[config.mk]
export PLATFORM = sky130hd
export DESIGN_NAME = lut_cfg_loader
export DESIGN_NICKNAME = d
export VERILOG_FILES = /design/src/rtl/lut_cfg_loader.sv
export SDC_FILE = /design/constraint.sdc
export NUM_CORES = 1
export LEC_CHECK = 0
export CAP_MARGIN = 10
export CORE_MARGIN = 3
export CORE_UTILIZATION = 41
export CTS_CLUSTER_DIAMETER = 60
export CTS_CLUSTER_SIZE = 8
export DETAILED_ROUTE_END_ITERATION = 7
export GPL_TIMING_DRIVEN = 0
export PLACE_DENSITY_LB_ADDON = 0.3
export SLEW_MARGIN = 0
export SYNTH_ARGS = -nofsm -noshare
export SYNTH_HDL_FRONTEND = slang
export SYNTH_SLANG_ARGS = --single-unit
[constraint.sdc]
create_clock -name cclk -period 1.6 [get_ports cclk]
set_input_delay 0.4 -clock cclk [delete_from_list [all_inputs] [get_ports cclk]]
set_output_delay 0.4 -clock cclk [all_outputs]
set_load 0.02 [all_outputs]
[src/rtl/lut_cfg_loader.sv]
// Serial configuration loader for a bank of fracturable LUTs: deserialises one
// {use_fracture, first_lut, second_lut} word per LUT and commits it with a one-hot cen strobe.
module lut_cfg_loader #(
  parameter int INPUTS   = 4,
  parameter int MEM_SIZE = 2**INPUTS,
  parameter int CFG_W    = 2*MEM_SIZE+1,
  parameter int NUM_LUTS = 4,
  parameter int CNT_W    = $clog2(CFG_W+1),
  parameter int IDX_W    = (NUM_LUTS > 1) ? $clog2(NUM_LUTS) : 1
) (
  input  logic                cclk,
  input  logic                rst_n,
  input  logic                start,
  input  logic                cfg_bit,
  input  logic                cfg_valid,
  output logic                cfg_ready,
  output logic [CFG_W-1:0]    config_out,
  output logic [NUM_LUTS-1:0] cen,
  output logic                busy,
  output logic                done
);

  // Handshake: a cfg_bit transfers on a posedge where cfg_valid && cfg_ready;
  // cfg_ready is a registered flag, high only in LOAD, so the source never sees a
  // combinational dependency on its own valid.
  typedef enum logic [1:0] {IDLE, LOAD, COMMIT, DONE} state_t;

  state_t           state;
  logic [CFG_W-1:0] sr;
  logic [CNT_W-1:0] bit_cnt;
  logic [IDX_W-1:0] lut_idx;

  assign config_out = sr;

  always_ff @(posedge cclk) begin
    if (!rst_n) begin
      state     <= IDLE;
      sr        <= '0;
      bit_cnt   <= '0;
      lut_idx   <= '0;
      cfg_ready <= 1'b0;
      cen       <= '0;
      busy      <= 1'b0;
      done      <= 1'b0;
    end else begin
      case (state)
        IDLE: begin
          if (start) begin
            state     <= LOAD;
            bit_cnt   <= '0;
            lut_idx   <= '0;
            cfg_ready <= 1'b1;
            busy      <= 1'b1;
          end
        end
        LOAD: begin
          if (cfg_valid) begin
            sr <= {sr[CFG_W-2:0], cfg_bit};
            // Last bit of the word: strobe the target LUT while sr holds still.
            if (bit_cnt == CNT_W'(CFG_W-1)) begin
              state     <= COMMIT;
              cfg_ready <= 1'b0;
              cen       <= NUM_LUTS'(1) << lut_idx;
            end else begin
              bit_cnt <= bit_cnt + CNT_W'(1);
            end
          end
        end
        COMMIT: begin
          cen <= '0;
          if (lut_idx == IDX_W'(NUM_LUTS-1)) begin
            state <= DONE;
            done  <= 1'b1;
          end else begin
            state     <= LOAD;
            lut_idx   <= lut_idx + IDX_W'(1);
            bit_cnt   <= '0;
            cfg_ready <= 1'b1;
          end
        end
        DONE: begin
          state <= IDLE;
          done  <= 1'b0;
          busy  <= 1'b0;
        end
        default: begin
          state     <= IDLE;
          cfg_ready <= 1'b0;
          cen       <= '0;
          busy      <= 1'b0;
          done      <= 1'b0;
        end
      endcase
    end
  end

endmodule

==> run metrics <==
post-synthesis adder-cell area fraction=3.810%; CTS sink cnt=50; #FFs+latches synth=50; WS Path Type=input pin to flip-flop; clk_skew=0.005400 ns; Worst Tran Pin Value=0.4587 ns; reg2reg start=lut_idx[0]; Syn Nets=approximately 240; initial antenna violation count=0; Critical Path Sink Type=flip-flop; wirelength, routed=approximately 4200 um; WHS Path Cells=2; routed vias=1687; Synth top area share=between 50% and 60%; max-slew violations=0; synthesized cell area=about 2000 um^2; Mapped Avg Cell Area=8.531 um^2; pin count of the biggest net entering global routing=16; H-Tree Level Count=2; Post-synth EDFFs=0; vias in the first global route=1504; cts bufs inserted=5; first-pass GRT wire length=6762 um; most numerous cell in the Yosys netlist=nand2_1; worst vdd ir=between 0.0005 and 0.0006 V; worst min-delay path startpoint=config_out[32]; Final Hold Fails=0; Synth Area in XOR/XNOR=0.4444%; Routed Antenna Nets=0; Pre-Repair DR Iteration Count=4; cell taking the most area after synthesis=dfxtp_1; asr flop ratio synth=0%; Final nets=295; DRC violations left=0; Util after Layout=57.64%; io pins=45; buffers added on ports=44; WL/cell=approximately 12 um; Critical Path AT=1.76 ns; gpl congestion=0.7301; area grow syn2layout=31.75%; status=finished clean; Leakage=1.097 nW; Worst Hold End=config_out[32]; TritonCTS clock tree=done; simple-gate share of the synthesized area=21.90%; HPWL after detailed placement=2923 um; most area-consuming cells after synthesis=dfxtp_1, nand2_1, a21oi_1; Initial Util=a little over two fifths; Rows=24; register area share after synthesis=50.79%; GRT Util Overall=15.58%; Clock transition at path regs=0.08 ns; n_diodes=0; post-synth cell types=35; R2R cell count=5; max-cap violations=0; Synth Area in Compound Gates=15.43%; DR iter-0 viols=86; die width=75.33 um; WP data required=roughly 1.9 ns; FF-to-FF End=lut_idx[1]; Crit Path Max Fanout=7; share of layout cells above drive strength 1=10.53%; Slew HR=69.10%; clock tree buffer depth=2; total die area=5675 um^2; hold_buf cts=0; largest family of logic cells by synthesized area=simple AND/OR/NAND/NOR gates; Synth top cells by count=nand2_1, dfxtp_1, a21oi_1, inv_1, nor2_1; Vias/cell=5.006; f_max=~660 MHz; mux cell area share after synthesis=3.175%; Die H=75.33 um; Filler cells=428; Pwr Total=2.262 mW; PwrDens=just under 900 nW/um^2; Setup crit start kind=input pin; Core Box Area=about 4500 um^2; R2R Setup Slk=roughly 0.1 ns; Final Critical Period=1.514 ns; Remaining Overflow, GRT=0; post-synthesis cell count=approximately 230; Yosys warning count=0; Root Buffer=clkbuf_8; worst skew pair latency=0.30 ns; final period utilization=94.62%; final setup fails=0; Main synth FF type=dfxtp_1; Hold WC Path Type=flip-flop to flip-flop
==> where the power goes <==
part           switching, mW  internal (mW)
logic                 0.0846         0.0429
registers            0.00979           1.25
clock network          0.405          0.466
==> registers in the layout, indices dropped and copies added, names as in the netlist <==
register and flops:
state 2, bit_cnt 6, done 1, cfg_ready 1, config_out 33, cen 4
busy 1, lut_idx 2
==> how the worst max path moves through the flow <==
stage / start / to
after floorplan: lut_idx[0] / lut_idx[1]
after global placement: cfg_valid / bit_cnt[5]
after global routing: start / bit_cnt[5]
after detailed placement: cfg_valid / bit_cnt[5]
after CTS: lut_idx[0] / lut_idx[1]
final: rst_n / bit_cnt[5]
==> logic make-up after synthesis <==
family	count (synthesis)
AOI/OAI and AO/OA	53
xor gates and xnor gates	1
adders and majority gates	6
buffers and inverters	21
DFF	50
muxes	6
and+or+nand+nor	94
==> cells in the final DEF (no fill, tap or decap), types with 2 or more instances in the layout <==
cell type | netlist | final
nand2_1 | 69 | 69
dfxtp_1 | 50 | 49
dlygate4sd2_1 | 0 | 41
a21oi_1 | 38 | 38
nor2_1 | 8 | 8
inv_1 | 8 | 7
clkbuf_1 | 5 | 5
clkbuf_8 | 0 | 5
buf_2 | 4 | 4
mux2i_1 | 4 | 4
ha_1 | 6 | 4
buf_4 | 1 | 3
nand3_1 | 3 | 3
a31oi_1 | 3 | 3
clkdlybuf4s50_1 | 0 | 3
clkbuf_2 | 0 | 2
nor2b_1 | 2 | 2
o21ai_2 | 1 | 2
a22o_1 | 2 | 2
and3_1 | 2 | 2
a211oi_1 | 2 | 2
o21ai_0 | 2 | 2
nor4_1 | 2 | 2
mux2_2 | 2 | 2
nor3_1 | 2 | 2
==> critical path, stage by stage <==
cell,delay [ns]
clkdlybuf4s50_1,0.55
clkinv_1,0.25
a211oi_4,0.29
and3_1,0.20
a211o_1,0.08
==> final cells by class <==
| class | count | area [um^2] | share of cell area, % |
|---|---|---|---|
| clock inverters | 2 | 37.54 | 1.446 |
| repair buffers | 46 | 404.1 | 15.57 |
| flip-flops and latches | 50 | 1002 | 38.60 |
| multi-input cells | 160 | 924.6 | 35.61 |
| clock buffers | 6 | 72.57 | 2.795 |
| inverters | 9 | 33.78 | 1.301 |
| well taps | 52 | 65.06 | 2.506 |
| plain buffers | 12 | 56.30 | 2.169 |
==> timing repair <==
item,in CTS,in global routing
setup buffers,0,2
endpoints found under the setup margin,48,17
hold endpoints to repair,0,0
pin swaps,0,2
resized for setup,42,10
==> metrics by stage <==
step	instance area, um^2	setup TNS (ns)	cells	setup WS, ns	hold WS [ns]
3_3_place_gp	2476	-9.482	327	-0.3770	0.4449
6_report	2596	0	337	0.08601	0.4524
4_1_cts	2542	0	335	0.002062	0.4554
2_1_floorplan	1971	0	231	0.1797	0.4886
5_1_grt	2596	-0.02995	337	-0.01946	0.4740
3_5_place_dp	2476	-10.09	327	-0.3912	0.4461
==> metal layers <==
| metal | GRT usage (%) | vias up | wire length (um) |
|---|---|---|---|
| li1 | - | 879 | - |
| met1 | 20.26 | 769 | 1985 |
| met2 | 23.87 | 34 | 1909 |
| met3 | 5.145 | 5 | 204 |
| met4 | 6.408 | 0 | 70 |
| met5 | 0 | - | 0 |
(Power assumes the default switching activity.)
